[src/rtl/stream_mux_pkg.sv]
// rtl/stream_mux_pkg.sv - shared constants, state type and round-robin pick for the 4:1 stream mux

package stream_mux_pkg;

   localparam int NUM_CH = 4;
   localparam int SEL_W  = 2;

   typedef enum logic {
      ST_EMPTY = 1'b0,
      ST_FULL  = 1'b1
   } mux_state_t;

   // Returns {found, idx}; scanning from the far end keeps the closest-to-ptr hit.
   function automatic logic [SEL_W:0] rr_pick(input logic [NUM_CH-1:0] valid,
                                              input logic [SEL_W-1:0]  ptr);
      logic [SEL_W:0]   res;
      logic [SEL_W-1:0] idx;
      res = '0;
      for (int k = NUM_CH - 1; k >= 0; k--) begin
         idx = ptr + SEL_W'(k);
         if (valid[idx]) begin
            res = {1'b1, idx};
         end
      end
      return res;
   endfunction

endpackage

[src/rtl/rr_arbiter4.sv]
// rtl/rr_arbiter4.sv - four-way round-robin arbiter owning the search pointer

module rr_arbiter4
   import stream_mux_pkg::*;
(
   input  logic              clk,
   input  logic              rst_n,
   input  logic [NUM_CH-1:0] req,
   input  logic              advance,
   output logic [NUM_CH-1:0] grant_oh,
   output logic [SEL_W-1:0]  grant_idx
);

   logic [SEL_W-1:0] ptr;
   logic [SEL_W:0]   pick;

   assign pick      = rr_pick(req, ptr);
   assign grant_idx = pick[SEL_W-1:0];
   assign grant_oh  = pick[SEL_W] ? (NUM_CH'(1) << grant_idx) : '0;

   // Pointer moves past the winner only when its word is actually taken.
   always_ff @(posedge clk or negedge rst_n) begin
      if (!rst_n) begin
         ptr <= '0;
      end else if (advance) begin
         ptr <= grant_idx + SEL_W'(1);
      end
   end

endmodule

[src/rtl/stream_mux4to1.sv]
// rtl/stream_mux4to1.sv - four-channel round-robin stream collector with registered, tagged output

module stream_mux4to1
   import stream_mux_pkg::*;
#(
   parameter int WIDTH = 8
)(
   input  logic                      clk,
   input  logic                      rst_n,
   input  logic [NUM_CH*WIDTH-1:0]   in_data,
   input  logic [NUM_CH-1:0]         in_valid,
   output logic [NUM_CH-1:0]         in_ready,
   output logic [WIDTH-1:0]          out_data,
   output logic [SEL_W-1:0]          out_sel,
   output logic                      out_valid,
   input  logic                      out_ready
);

   mux_state_t        state;
   mux_state_t        state_nxt;
   logic              load_en;
   logic              in_xfer;
   logic              out_xfer;
   logic [NUM_CH-1:0] grant_oh;
   logic [SEL_W-1:0]  grant_idx;
   logic [WIDTH-1:0]  ch_data [NUM_CH];

   for (genvar i = 0; i < NUM_CH; i++) begin : g_split
      assign ch_data[i] = in_data[i*WIDTH +: WIDTH];
   end

   assign out_valid = (state == ST_FULL);
   assign load_en   = !out_valid | out_ready;
   // No handshake is offered while reset is held.
   assign in_ready  = (rst_n && load_en) ? grant_oh : '0;
   assign in_xfer   = |(in_valid & in_ready);
   assign out_xfer  = out_valid & out_ready;

   rr_arbiter4 u_arb (
      .clk       (clk),
      .rst_n     (rst_n),
      .req       (in_valid),
      .advance   (in_xfer),
      .grant_oh  (grant_oh),
      .grant_idx (grant_idx)
   );

   always_ff @(posedge clk or negedge rst_n) begin
      if (!rst_n) begin
         state <= ST_EMPTY;
      end else begin
         state <= state_nxt;
      end
   end

   always_comb begin
      state_nxt = state;
      case (state)
         ST_EMPTY: if (in_xfer) state_nxt = ST_FULL;
         ST_FULL:  if (out_xfer && !in_xfer) state_nxt = ST_EMPTY;
         default:  state_nxt = ST_EMPTY;
      endcase
   end

   // Data and tag only move on an accepted input word; drains leave them as-is.
   always_ff @(posedge clk or negedge rst_n) begin
      if (!rst_n) begin
         out_data <= '0;
         out_sel  <= '0;
      end else if (in_xfer) begin
         out_data <= ch_data[grant_idx];
         out_sel  <= grant_idx;
      end
   end

endmodule
[config.mk]
export PLATFORM = sky130hd
export DESIGN_NAME = stream_mux4to1
export DESIGN_NICKNAME = d
export VERILOG_FILES = /design/src/rtl/stream_mux_pkg.sv /design/src/rtl/rr_arbiter4.sv /design/src/rtl/stream_mux4to1.sv
export SDC_FILE = /design/constraint.sdc
export NUM_CORES = 1
export LEC_CHECK = 0
export ABC_AREA = 1
export BUFFER_PORTS_ARGS = -buffer_cell sky130_fd_sc_hd__buf_2
export CAP_MARGIN = 20
export CORE_UTILIZATION = 50
export CTS_CLUSTER_SIZE = 24
export DETAILED_ROUTE_END_ITERATION = 8
export PLACE_DENSITY = 0.85
export SYNTH_ARGS = -nofsm -noshare
export SYNTH_HDL_FRONTEND = slang
export SYNTH_SLANG_ARGS = --single-unit
export TNS_END_PERCENT = 100
[constraint.sdc]
create_clock -name clk -period 3.8 [get_ports clk]
set_clock_uncertainty 0.05 [all_clocks]
set_input_delay 0.57 -clock clk [delete_from_list [all_inputs] [get_ports clk]]
set_output_delay 0.57 -clock clk [all_outputs]
set_load 0.02 [all_outputs]
Yosys cells after proc, flatten, opt, wreduce, memory -nomap -nowiden
Cells that the tools add are included.
{"block": "totals", "in_bits": 39, "reg_bits": 13, "word_cells": 44}
{"block": "op_classes", "bitwise": 5, "n_reduce_logical": 5, "shift": 1, "add_sub_neg": 4, "muxes": 20, "magnitude_cmp": 5}
{"cell": "$bmux W8 S2", "n": 1}
{"cell": "$mux W8", "n": 2}
{"cell": "$lt A2 B3 Y1 const B", "n": 4}
{"cell": "$mux W3", "n": 4}
{"cell": "$bmux W1 S2", "n": 4}
{"cell": "$mux W4", "n": 2}
{"cell": "$mux W1", "n": 6}
{"cell": "$add A2 B1 Y2 const B", "n": 2}
{"cell": "$add A2 B2 Y2 const B", "n": 2}
{"cell": "$and A4 B4 Y4", "n": 1}
{"cell": "$reduce_or A4 Y1", "n": 1}
{"cell": "$shl A1 B2 Y4 const A", "n": 1}
{"cell": "$ge A3 B3 Y1 const B", "n": 1}
{"cell": "$not A2 Y3", "n": 1}
{"cell": "$logic_and A1 B1 Y1", "n": 2}
{"cell": "$logic_not A1 Y1", "n": 2}
{"cell": "$pmux W1 S2", "n": 1}
{"cell": "$and A1 B1 Y1", "n": 1}
{"cell": "$not A1 Y1", "n": 1}
{"cell": "$or A1 B1 Y1", "n": 1}

Depth between registers and ports, before layout
{"block": "logic_depth", "word_depth": 16, "depth_mapped": 15, "depth_no_buf": 15}

By module
Synthesis repeated with hierarchy kept, for this count alone.
{"block": "hier_totals", "hier_cells": 185, "hier_area_um2": 1167.4}
{"mod": "stream_mux4to1", "n_inst": 1, "seq_area_each_um2": 275.3, "cells_each": 118, "area_per_inst_um2": 793.3}
{"mod": "rr_arbiter4", "n_inst": 1, "seq_area_each_um2": 50.0, "cells_each": 67, "area_per_inst_um2": 374.1}

Worst setup path after synthesis
No wires, ideal clock.
{"block": "synth_path", "path_type": "input port to output port", "from": "input port in_valid[3]", "to": "output port in_ready[1]", "t_arrival_ns": 1.806, "cell_stages": 11, "required_ns": 3.180, "path_slack_ns": 1.374, "cell_sequence": "inv_1 nand2_1 nand3_1 nand2_1 inv_2 nor2_1 nor2_1 nand2_4 nand2_4 buf_12 nor3_1"}
{"block": "synth_via", "elab_chain_len": 9, "word_cells_on_any_way": 15, "classes_between": "shift (1); mux (14)"}
{"item": "start: declaration", "line_no": "stream_mux4to1.sv:11", "text": "input logic [NUM_CH-1:0] in_valid,"}
{"item": "$bmux W1 S2", "line_no": "stream_mux_pkg.sv:21", "text": "if (valid[idx]) begin"}
{"item": "$mux W1 (not written as such)", "line_no": "stream_mux_pkg.sv:21"}
{"item": "$mux W3 (3 in series)", "line_no": "stream_mux_pkg.sv:21"}
{"item": "$mux W3 *", "line_no": "stream_mux_pkg.sv:21"}
{"item": "$shl A1 B2 Y4", "line_no": "rr_arbiter4.sv:19", "text": "assign grant_oh = pick[SEL_W] ? (NUM_CH'(1) << grant_idx) : '0;"}
{"item": "$mux W4 *", "line_no": "rr_arbiter4.sv:19"}
{"item": "$mux W4 *", "line_no": "stream_mux4to1.sv:35", "text": "assign in_ready = (rst_n && load_en) ? grant_oh : '0;"}
{"item": "end: declaration", "line_no": "stream_mux4to1.sv:12", "text": "output logic [NUM_CH-1:0] in_ready,"}
Mark *: on every way between the ends. The rest lies on a longest branch, timed or not. The select of a mux whose other input is x is not followed.

Final worst setup path
{"block": "layout_path", "from": "register u_arb.ptr[0]", "to": "output port in_ready[0]"}
{"block": "layout_via", "elab_chain_len": 10, "word_cells_on_any_way": 18, "classes_between": "add/sub (3); shift (1); mux (14)"}
{"item": "start: declaration", "line_no": "rr_arbiter4.sv:14", "text": "logic [SEL_W-1:0] ptr;"}
{"item": "start signal: assignment", "line_no": "rr_arbiter4.sv:26", "text": "ptr <= grant_idx + SEL_W'(1);"}
{"item": "$add A2 B2 Y2", "line_no": "stream_mux_pkg.sv:20", "text": "idx = ptr + SEL_W'(k);"}
{"item": "$bmux W1 S2", "line_no": "stream_mux_pkg.sv:21"}
{"item": "$mux W1 (not written as such)", "line_no": "stream_mux_pkg.sv:21"}
{"item": "$mux W3 (3 in series)", "line_no": "stream_mux_pkg.sv:21"}
{"item": "$mux W3 *", "line_no": "stream_mux_pkg.sv:21"}
{"item": "$shl A1 B2 Y4", "line_no": "rr_arbiter4.sv:19"}
{"item": "$mux W4 *", "line_no": "rr_arbiter4.sv:19"}
{"item": "$mux W4 *", "line_no": "stream_mux4to1.sv:35"}
Marks and branches as above.

==> metrics.cfg <==
[sta]
setup_viol = 0
min_period_ns = 2.98
report.final.slew_viol_count = 0
rsz0062_at_grt = false
fmax_mhz = 335
hold_viol = 0
slew_headroom_pct = 70.2
tightest_slew_ns = 0.442
min_period_over_period_pct = 78.5
setup-tns-final_ns = 0

[routing]
dr.pass1.iters = 4
first_iter_violations = 23
ant_nets = 0
drc = 0
routed_via_density = 4.83
routedWlPerCell_um = 10.4
totalWireLength_um = 2730
vias = 1274

[synthesis]
syn_area_per_cell_um2 = 6.30
synth_fp_nets = 223
yosys.cell_types.count = 19
yosys-top-cells-area = dfrtp_1 (28%), nand2_1 (26%), nand2_2 (6.5%)
seq_area_frac_synth_pct = 28.1
syn_area_um2 = 1160
postSynthCellCount = 184
synth_common_cells = nand2_1 (81), inv_1 (19), nand3_1 (15), dfrtp_1 (13), nand2_2 (12)
synth_top_area_share_pct = 28.1
synth.most_common_cell = nand2_1
synth_edf_count = 0
synth-async-reset-ratio_pct = 100
ys.flop_type = dfrtp_1
yosysWarningCount = 0
yosys.area.top_type = dfrtp_1
ys_ff_latch = 13

[floorplanning]
dieArea_um2 = 2510
die_width_um = 50.1
num_io_pins = 54
std_cell_rows = 17
core_um2 = 2190
start_util_pct = 52.9
die_h_um = 50.1

[critical_path]
start_kind = flop
cp-end-kind = output pin
cp_max_fo = 19
critPathArrivalTime_ns = 2.36
critPathKind = reg -> out
critPathRequiredTime_ns = 3.18

[run]
cap_violations = 0

[clock_tree]
numCtsBuffers = 3
path_clk_slew_ns = 0.08
clk_path_buf_depth = 2
cts_htree_levels = 1
clk_latency_ns = 0.27
holdBufCountCts = 0
cts-root-buf = clkbuf_4
cts_tree = built
cts_resized = 0
cts.sinks = 13
post-cts-setup-buffers = 0

[finish]
area_growth_pct = 25.1
final_area_um2 = 1450
diodes = 0
nFillCells = 210
final_layout_size_suffix_gt1_share_pct = 35.6
nets = 276

[global_route]
grt_pass1_wl_um = 4570
grt_pass1_vias = 1145
grt_max_degree = 20
grt_overflow = 0
grt_usage_pct = 23.5
antenna_found_initial = 0

[placed_design]
place_congestion = 0.794
dp_hpwl_um = 2180
placedInstanceArea_um2 = 1420
io_buffer_count = 53

[hold_path]
hold_class = in -> async

[power]
ir_drop_uv = 765
p_per_area_nw_per_um2 = 1060
p_leak_uw = 0.000913

[run_status]
outcome = finished, final reports clean

## logic make-up after synthesis
| kind of cell | after synthesis | synth area share [%] |
|---|---|---|
| AO/OA/AOI/OAI | 9 | 4.54 |
| AND/OR/NAND/NOR | 134 | 56.2 |
| buffers and inverters | 28 | 11.2 |
| flip-flops | 13 | 28.1 |
## critical path, stage by stage (launching register included)
cell and delay, ns:
dfrtp_1 0.47, inv_2 0.14, nand2_1 0.09, nand2_1 0.08, nand2_2 0.10, nand2_4 0.07
o21ai_2 0.14, nand2_2 0.21, nand2_4 0.30, nand2_1 0.12, nor2_1 0.17, buf_2 0.20
## final timing paths
path                               from     endpoint  slack, ns  depth (start not counted)
max in group asynchronous         rst_n  out_data[4]       3.35                          1
hold / removal                    rst_n  out_data[2]       0.12                          1
setup reg to reg           u_arb.ptr[0]  out_data[5]       1.67                         14
min in group clk            out_data[1]  out_data[1]       0.44                          2
setup / recovery           u_arb.ptr[0]  in_ready[0]       0.82                         11
hold reg to reg             out_data[1]  out_data[1]       0.44                          2
## placed cells by master (no fill, tap or decap)
cell type,Yosys,routed
buf_4,1,2
dfrtp_1,13,13
nand2_1,81,81
nand3b_1,8,8
clkbuf_1,1,1
o21ai_2,2,2
inv_1,19,19
nand3_2,5,5
inv_2,2,2
o21ai_1,0,1
nor3_2,2,2
nor2_1,6,6
o21ai_0,5,4
clkbuf_4,0,3
nand3_1,15,15
nand2_4,3,3
nor3_1,2,2
nand2_2,12,12
a21oi_1,2,2
buf_2,4,53
## metrics by stage
stage | power, µW | setup WS [ns] | utilization, % | hold WS, ns | instances
detailed placement | 1460 | 1.06 | 64.9 | 0.414 | 260
global placement | 1430 | 1.09 | 64.9 | 0.411 | 260
finish | 1540 | 0.818 | 66.1 | 0.116 | 264
floorplan | 1270 | 1.37 | - | 0.224 | 184
global route | 1710 | 0.593 | 66.1 | 0.132 | 264
CTS | 1550 | 0.831 | 66.1 | 0.128 | 264
## registers in the layout, indices dropped and copies added (netlist names)
signal	count
out_sel	2
u_arb.ptr	2
out_data	8
out_valid	1
## power breakdown
group          leakage (µW)  switching [µW]  internal (µW)  total [µW]
Sequential         0.000158            47.6            208         256
Clock             0.0000150            43.7           40.6        84.3
Combinational      0.000740             808            394        1200
## layout make-up
| class | count | area (µm²) | area share, % |
|---|---|---|---|
| multi-input cells | 143 | 703 | 48.5 |
| inverters | 21 | 78.8 | 5.44 |
| repair buffers | 55 | 280 | 19.3 |
| clock buffers | 4 | 26.3 | 1.81 |
| well taps | 28 | 35.0 | 2.42 |
| flip-flops and latches | 13 | 325 | 22.5 |
## per-layer routing
| metal | share of wire (%) | GRT usage, % | wire, µm |
|---|---|---|---|
| met5 | 0 | 0 | 0 |
| met4 | 0.37 | 4.29 | 10 |
| met3 | 6.0 | 4.55 | 163 |
| met2 | 51 | 41.6 | 1380 |
| met1 | 43 | 29.6 | 1180 |
No activity file was read; power rests on OpenSTA's default activity.
